--- src/rtl/dmem_arbiter_pkg.sv ---
`default_nettype none
// ============================================================================
// Module      : dmem_arbiter_pkg
// Description : Shared types and default widths for the data-memory arbiter
//               and the pipeline top that instantiates it.
// Revision    : 1.0 - initial release
// ============================================================================
package dmem_arbiter_pkg;

   // Default memory geometry, shared with the pipeline top
   localparam int c_ADDR_W = 8;
   localparam int c_DATA_W = 32;

   // Width of the EXT bounded-wait counter (holds MAX_WAIT up to 15)
   localparam int c_WAIT_W = 4;

   // Arbiter priority state
   typedef enum logic [0:0] {
      CPU_PRI   = 1'b0,
      EXT_FORCE = 1'b1
   } arb_state_t;

endpackage
`default_nettype wire

--- src/rtl/arb_wait_counter.sv ---
`default_nettype none
// ============================================================================
// Module      : arb_wait_counter
// Description : Saturating up-counter with synchronous clear and increment.
//               at_max reports that the value being loaded this cycle equals
//               MAX, so a consumer can react on the same edge the counter
//               reaches its limit.
// Revision    : 1.0 - initial release
// ============================================================================
module arb_wait_counter #(
   parameter int WIDTH = 4,
   parameter int MAX   = 4
) (
   input  logic clk,
   input  logic rst,      // asynchronous, active-low
   input  logic clear,
   input  logic inc,
   output logic at_max
);

   localparam logic [WIDTH-1:0] c_MAX = WIDTH'(MAX);

   logic [WIDTH-1:0] r_count;
   logic [WIDTH-1:0] w_count_nxt;

   // Next count: clear dominates, increment stops at the limit
   always_comb begin
      w_count_nxt = r_count;
      if (clear) begin
         w_count_nxt = '0;
      end else if (inc && (r_count != c_MAX)) begin
         w_count_nxt = r_count + 1'b1;
      end
   end

   // Count register
   always_ff @(posedge clk or negedge rst) begin
      if (!rst) begin
         r_count <= '0;
      end else begin
         r_count <= w_count_nxt;
      end
   end

   assign at_max = (w_count_nxt == c_MAX);

endmodule
`default_nettype wire

--- src/rtl/dmem_arbiter.sv ---
`default_nettype none
// ============================================================================
// Module      : dmem_arbiter
// Description : Shares the single-port data memory between the MEM-stage CPU
//               port and an external loader/debug port. The CPU wins by
//               default; after MAX_WAIT consecutive denied EXT cycles the EXT
//               port is forced exactly one slot and the CPU is stalled.
// Revision    : 1.0 - initial release
// ============================================================================
module dmem_arbiter
   import dmem_arbiter_pkg::*;
#(
   parameter int ADDR_W   = c_ADDR_W,
   parameter int DATA_W   = c_DATA_W,
   parameter int MAX_WAIT = 4
) (
   input  logic              clk,
   input  logic              rst,        // asynchronous, active-low
   // CPU (MEM stage) port
   input  logic              cpu_rden,
   input  logic              cpu_wren,
   input  logic [ADDR_W-1:0] cpu_addr,
   input  logic [DATA_W-1:0] cpu_wdata,
   output logic [DATA_W-1:0] cpu_rdata,
   output logic              cpu_stall,
   // EXT (loader/debug) port
   input  logic              ext_req,
   input  logic              ext_we,
   input  logic [ADDR_W-1:0] ext_addr,
   input  logic [DATA_W-1:0] ext_wdata,
   output logic              ext_gnt,
   output logic              ext_rvalid,
   output logic [DATA_W-1:0] ext_rdata,
   // Memory side
   output logic [ADDR_W-1:0] mem_addr,
   output logic [DATA_W-1:0] mem_wdata,
   output logic              mem_rden,
   output logic              mem_wren,
   input  logic [DATA_W-1:0] mem_q
);

   arb_state_t r_state;
   logic       r_rd_owner;

   logic w_cpu_acc;
   logic w_ext_sel;
   logic w_wait_clear;
   logic w_wait_inc;
   logic w_wait_at_max;

   assign w_cpu_acc = cpu_rden | cpu_wren;

   // EXT owns the port when the CPU is idle or its wait has run out.
   // Gating with rst keeps every combinational control low during reset.
   assign w_ext_sel = rst & ext_req & (~w_cpu_acc | (r_state == EXT_FORCE));

   assign ext_gnt   = w_ext_sel;
   assign cpu_stall = w_cpu_acc & w_ext_sel;

   // Memory port mux; a CPU store masks a simultaneous CPU load
   always_comb begin
      mem_addr  = '0;
      mem_wdata = '0;
      mem_rden  = 1'b0;
      mem_wren  = 1'b0;
      if (rst) begin
         if (w_ext_sel) begin
            mem_addr  = ext_addr;
            mem_wdata = ext_wdata;
            mem_wren  = ext_we;
            mem_rden  = ~ext_we;
         end else begin
            mem_addr  = cpu_addr;
            mem_wdata = cpu_wdata;
            mem_wren  = cpu_wren;
            mem_rden  = cpu_rden & ~cpu_wren;
         end
      end
   end

   // Consecutive-denial tracking; the counter restarts whenever EXT is
   // served or stops asking.
   assign w_wait_clear = w_ext_sel | ~ext_req;
   assign w_wait_inc   = ext_req & w_cpu_acc & ~w_ext_sel;

   arb_wait_counter #(
      .WIDTH (c_WAIT_W),
      .MAX   (MAX_WAIT)
   ) u_wait_counter (
      .clk    (clk),
      .rst    (rst),
      .clear  (w_wait_clear),
      .inc    (w_wait_inc),
      .at_max (w_wait_at_max)
   );

   // Priority FSM plus read-ownership flag for the one-cycle read return
   always_ff @(posedge clk or negedge rst) begin
      if (!rst) begin
         r_state    <= CPU_PRI;
         r_rd_owner <= 1'b0;
      end else begin
         r_rd_owner <= w_ext_sel & ~ext_we;
         case (r_state)
            CPU_PRI: begin
               if (w_wait_at_max) begin
                  r_state <= EXT_FORCE;
               end
            end
            EXT_FORCE: begin
               // One forced slot only; a withdrawn request also releases it
               if (w_ext_sel || !ext_req) begin
                  r_state <= CPU_PRI;
               end
            end
            default: r_state <= CPU_PRI;
         endcase
      end
   end

   // Memory read data fans out to both ports; consumers qualify it
   assign ext_rvalid = r_rd_owner;
   assign ext_rdata  = mem_q;
   assign cpu_rdata  = mem_q;

endmodule
`default_nettype wire
--- config.mk ---
export PLATFORM = sky130hd
export DESIGN_NAME = dmem_arbiter
export DESIGN_NICKNAME = d
export VERILOG_FILES = /design/src/rtl/dmem_arbiter_pkg.sv /design/src/rtl/arb_wait_counter.sv /design/src/rtl/dmem_arbiter.sv
export SDC_FILE = /design/constraint.sdc
export NUM_CORES = 1
export LEC_CHECK = 0
export BUFFER_PORTS_ARGS = -buffer_cell sky130_fd_sc_hd__buf_2
export CORE_AREA = 2 2 87 89
export DETAILED_ROUTE_END_ITERATION = 16
export DIE_AREA = 0 0 89 91
export MAX_ROUTING_LAYER = met4
export PLACE_DENSITY = 0.69
export SKIP_CTS_REPAIR_TIMING = 1
export SLEW_MARGIN = 20
export SYNTH_ARGS = -nofsm -noshare
export SYNTH_HDL_FRONTEND = slang
export SYNTH_SLANG_ARGS = --single-unit
--- constraint.sdc ---
create_clock -name clk -period 2.34 [get_ports clk]
set_clock_uncertainty 0.2 [all_clocks]
set_input_delay 0 -clock clk [delete_from_list [all_inputs] [get_ports clk]]
set_output_delay 0 -clock clk [all_outputs]
set_load 0.03 [all_outputs]
==> metrics.md <==
| Metric | Value |
|---|---|
| Outcome | finished, final reports clean |
| Rows | 31 |
| Maxcap violations | 0 |
| Crit. End Element | register |
| Predominant post-synthesis flop cell | dfrtp_1 |
| Post-synth top area share | 0.307 |
| Combinational Power Share | 0.670 |
| Ranking of synthesized cells by area | buf_4, nand2_1, a21boi_0, dfrtp_1, clkbuf_1 |
| Critical R2R Capture | r_state$_DFF_PN0_ |
| Psw | around 0.42 mW |
| Reg2Reg Depth | 6 |
| CTS Buffer Depth | 2 |
| Tot Pwr | roughly 0.82 mW |
| Slew Limit Fails | 0 |
| Buffers added on ports | 130 |
| Top cell type by total area after synthesis | buf_4 |
| Synthesized area | between 1500 and 2000 um^2 |
| Cells after DPL | roughly 400 |
| Sw frac | 0.508 |
| Req. time, crit path | 2.29 ns |
| Post-route antenna net violation count | 0 |
| GPL Wtd Cong | between 0.6 and 0.7 |
| Post-synth EDFFs | 0 |
| Mapped Cells | 249 |
| Synth Area per Inst | approximately 6.3 um^2 |
| Avg Vias per Cell | 4.20 |
| Clock slew at reported path FFs | ~0.04 ns |
| Layout area overhead | 42.9% |
| Final HPWL DP | 3960 um |
| First-pass GRT wire length | 7530 um |
| Fmax | about 490 MHz |
| Die outline width | just under 90 um |
| GRT overflow | 0 |
| Height of the chip | 91 um |
| Setup Total Neg Slack | 0 ns |
| Fillers | roughly 820 |
| H-tree levels | 1 |
| GRT Util Overall | 0.116 |
| Final hold vios | 0 |
| DRT iter0 DRCs | 37 |
| ANT cells | 0 |
| Final nets | about 470 |
| Clock Latency Late Sink | around 0.22 ns |
| CTS tree | built |
| Effective utilization at floorplan | 0.219 |
| Post-synthesis sequential area ratio | 0.0960 |
| Crit Path Class | reg -> reg |
| Seq pwr share | 0.143 |
| Routed wire length | ~5500 um |
| Min-delay worst type | in -> reg |
| CP max-delay cell | dfrtp_1 |
| Crit-path cells | inv_1 -> ha_1 -> a31oi_2 -> a211o_1 -> or4_1 -> a21oi_1 |
| Ports | 227 |
| PD cells | between 300 and 400 nW/um^2 |
| Clock Sinks | 6 |
| Syn nets | roughly 370 |
| Largest net degree at the start of global routing | 41 |
| CP arrival | about 2.0 ns |
| CP Launch Type | register |
| Most common cell in the netlist | nand2_1 |
| Share of layout cells above drive strength 1 | 0.405 |
| Hold WS | roughly 0.13 ns |
| Drt drc | 0 |
| WL per Instance | approximately 12 um |
| Final setup fails | 0 |
| Root buf cell | clkbuf_8 |
| Worst setup endpoint | r_state$_DFF_PN0_ |
| Die area | around 8100 um^2 |
| Leakage power | about 1.2 nW |
| Post-synth top cells | nand2_1, buf_4, a21boi_0, clkbuf_1 |
| Setup crit start | u_wait_counter.r_count[0]$_DFF_PN0_ |
| Routed vias | 1856 |
| Slack of the worst reg-to-reg path | between 0.2 and 0.3 ns |
| FF-to-FF Start | u_wait_counter.r_count[0]$_DFF_PN0_ |
| Drt pass-1 iters | 4 |
| Final cell count without fillers | 442 |
| Vias in the first global route | approximately 1700 |
| Ys async rst share | 1.00 |
| Period utilisation layout | 0.876 |
| Period minus WS final | approximately 2.0 ns |
| Least-Margin Pin Slew | between 0.6 and 0.7 ns |
| Clock buffer count from CTS | 3 |
| Relative slew margins | 0.572 |
| YS warnings | 0 |
| RSZ-0062 raised after global routing | false |
| Number of synthesized register bits | 6 |
| Largest stage delay on the critical path | about 0.44 ns |
| P_int | between 0.4 and 0.5 mW |
| Max rail drop VDD | between 0.2 and 0.3 mV |
| Antenna violations before repair | 0 |
| Core area | slightly above 7000 um^2 |
| Critical path fanouts, max | 6 |
| Clock power share | 0.187 |
| Synth cell types | 27 |
-- placed cells by master, fill, tap and decap left out, types with 2 or more instances in the layout --
master / instances
ha_1: 2
a21boi_0: 42
a21oi_1: 3
buf_4: 3
and2_1: 2
inv_1: 4
buf_2: 130
nor2_1: 6
dfrtp_1: 6
dlygate4sd3_1: 35
clkbuf_8: 3
xnor2_1: 3
nand2_1: 88
-- cell type report --
cell class                      count  area (um^2)  share of cell area
Tap cell                           99          124              0.0554
Sequential cell                     6          150              0.0672
Inverter                            5         18.8             0.00840
Multi-Input combinational cell    160          857               0.384
Clock buffer                        3         41.3              0.0185
Timing Repair Buffer              169         1040               0.467
-- power groups by stage --
stage               logic [mW]  clock network [mW]  registers (mW)
floorplan                0.425                   0           0.117
global placement         0.363                   0           0.117
detailed placement       0.370                   0           0.118
CTS                      0.372               0.153           0.117
global route             0.588               0.165           0.118
finish                   0.548               0.153           0.117
-- layer usage --
metal  track usage  wire length, um
met4        0.0435               70
met2         0.198             2920
met5             -                0
met1         0.125             2110
met3        0.0345              390
-- critical path, delay by kind of cell (launching register included) --
kind | cells | cell delay, ns
buf+inv | 1 | 0.09
compound gates | 3 | 0.65
fa+ha+maj | 1 | 0.20
flops | 1 | 0.44
simple gates | 1 | 0.39
-- stage by stage --
stage / util / setup slack, ns / instance area [um^2]
after floorplan: - / 0.339 / 1560
after global placement: 0.258 / 0.396 / 1840
after detailed placement: 0.258 / 0.309 / 1840
after CTS: 0.264 / 0.292 / 1880
after global routing: 0.313 / 0.181 / 2230
final: 0.313 / 0.291 / 2230
-- kinds of logic after synthesis --
logic type | synth area share
xor gates and xnor gates | 0.0168
adders and majority gates | 0.0224
and+or+nand+nor | 0.254
DFF | 0.0960
AOI/OAI and AO/OA | 0.254
buffers and inverters | 0.356
-- sequential cells by signal, indices dropped and copies added (netlist names) --
name and cells:
u_wait_counter.r_count 4, ext_rvalid 1, r_state 1
-- how the worst min path moves through the flow --
stage          slack (ns)                             endpoint  startpoint  cells past startpoint
3_3_place_gp        -0.20                         cpu_rdata[5]    mem_q[5]                      0
3_5_place_dp        -0.20                         cpu_rdata[5]    mem_q[5]                      0
2_1_floorplan       -0.50                 ext_rvalid$_DFF_PN0_         rst                      0
6_report             0.13  u_wait_counter.r_count[2]$_DFF_PN0_    cpu_rden                      4
5_1_grt              0.18  u_wait_counter.r_count[3]$_DFF_PN0_    cpu_rden                      5
4_1_cts             -0.23                 ext_rvalid$_DFF_PN0_      ext_we                      2
Note: power is estimated with default switching activity, not from simulation.
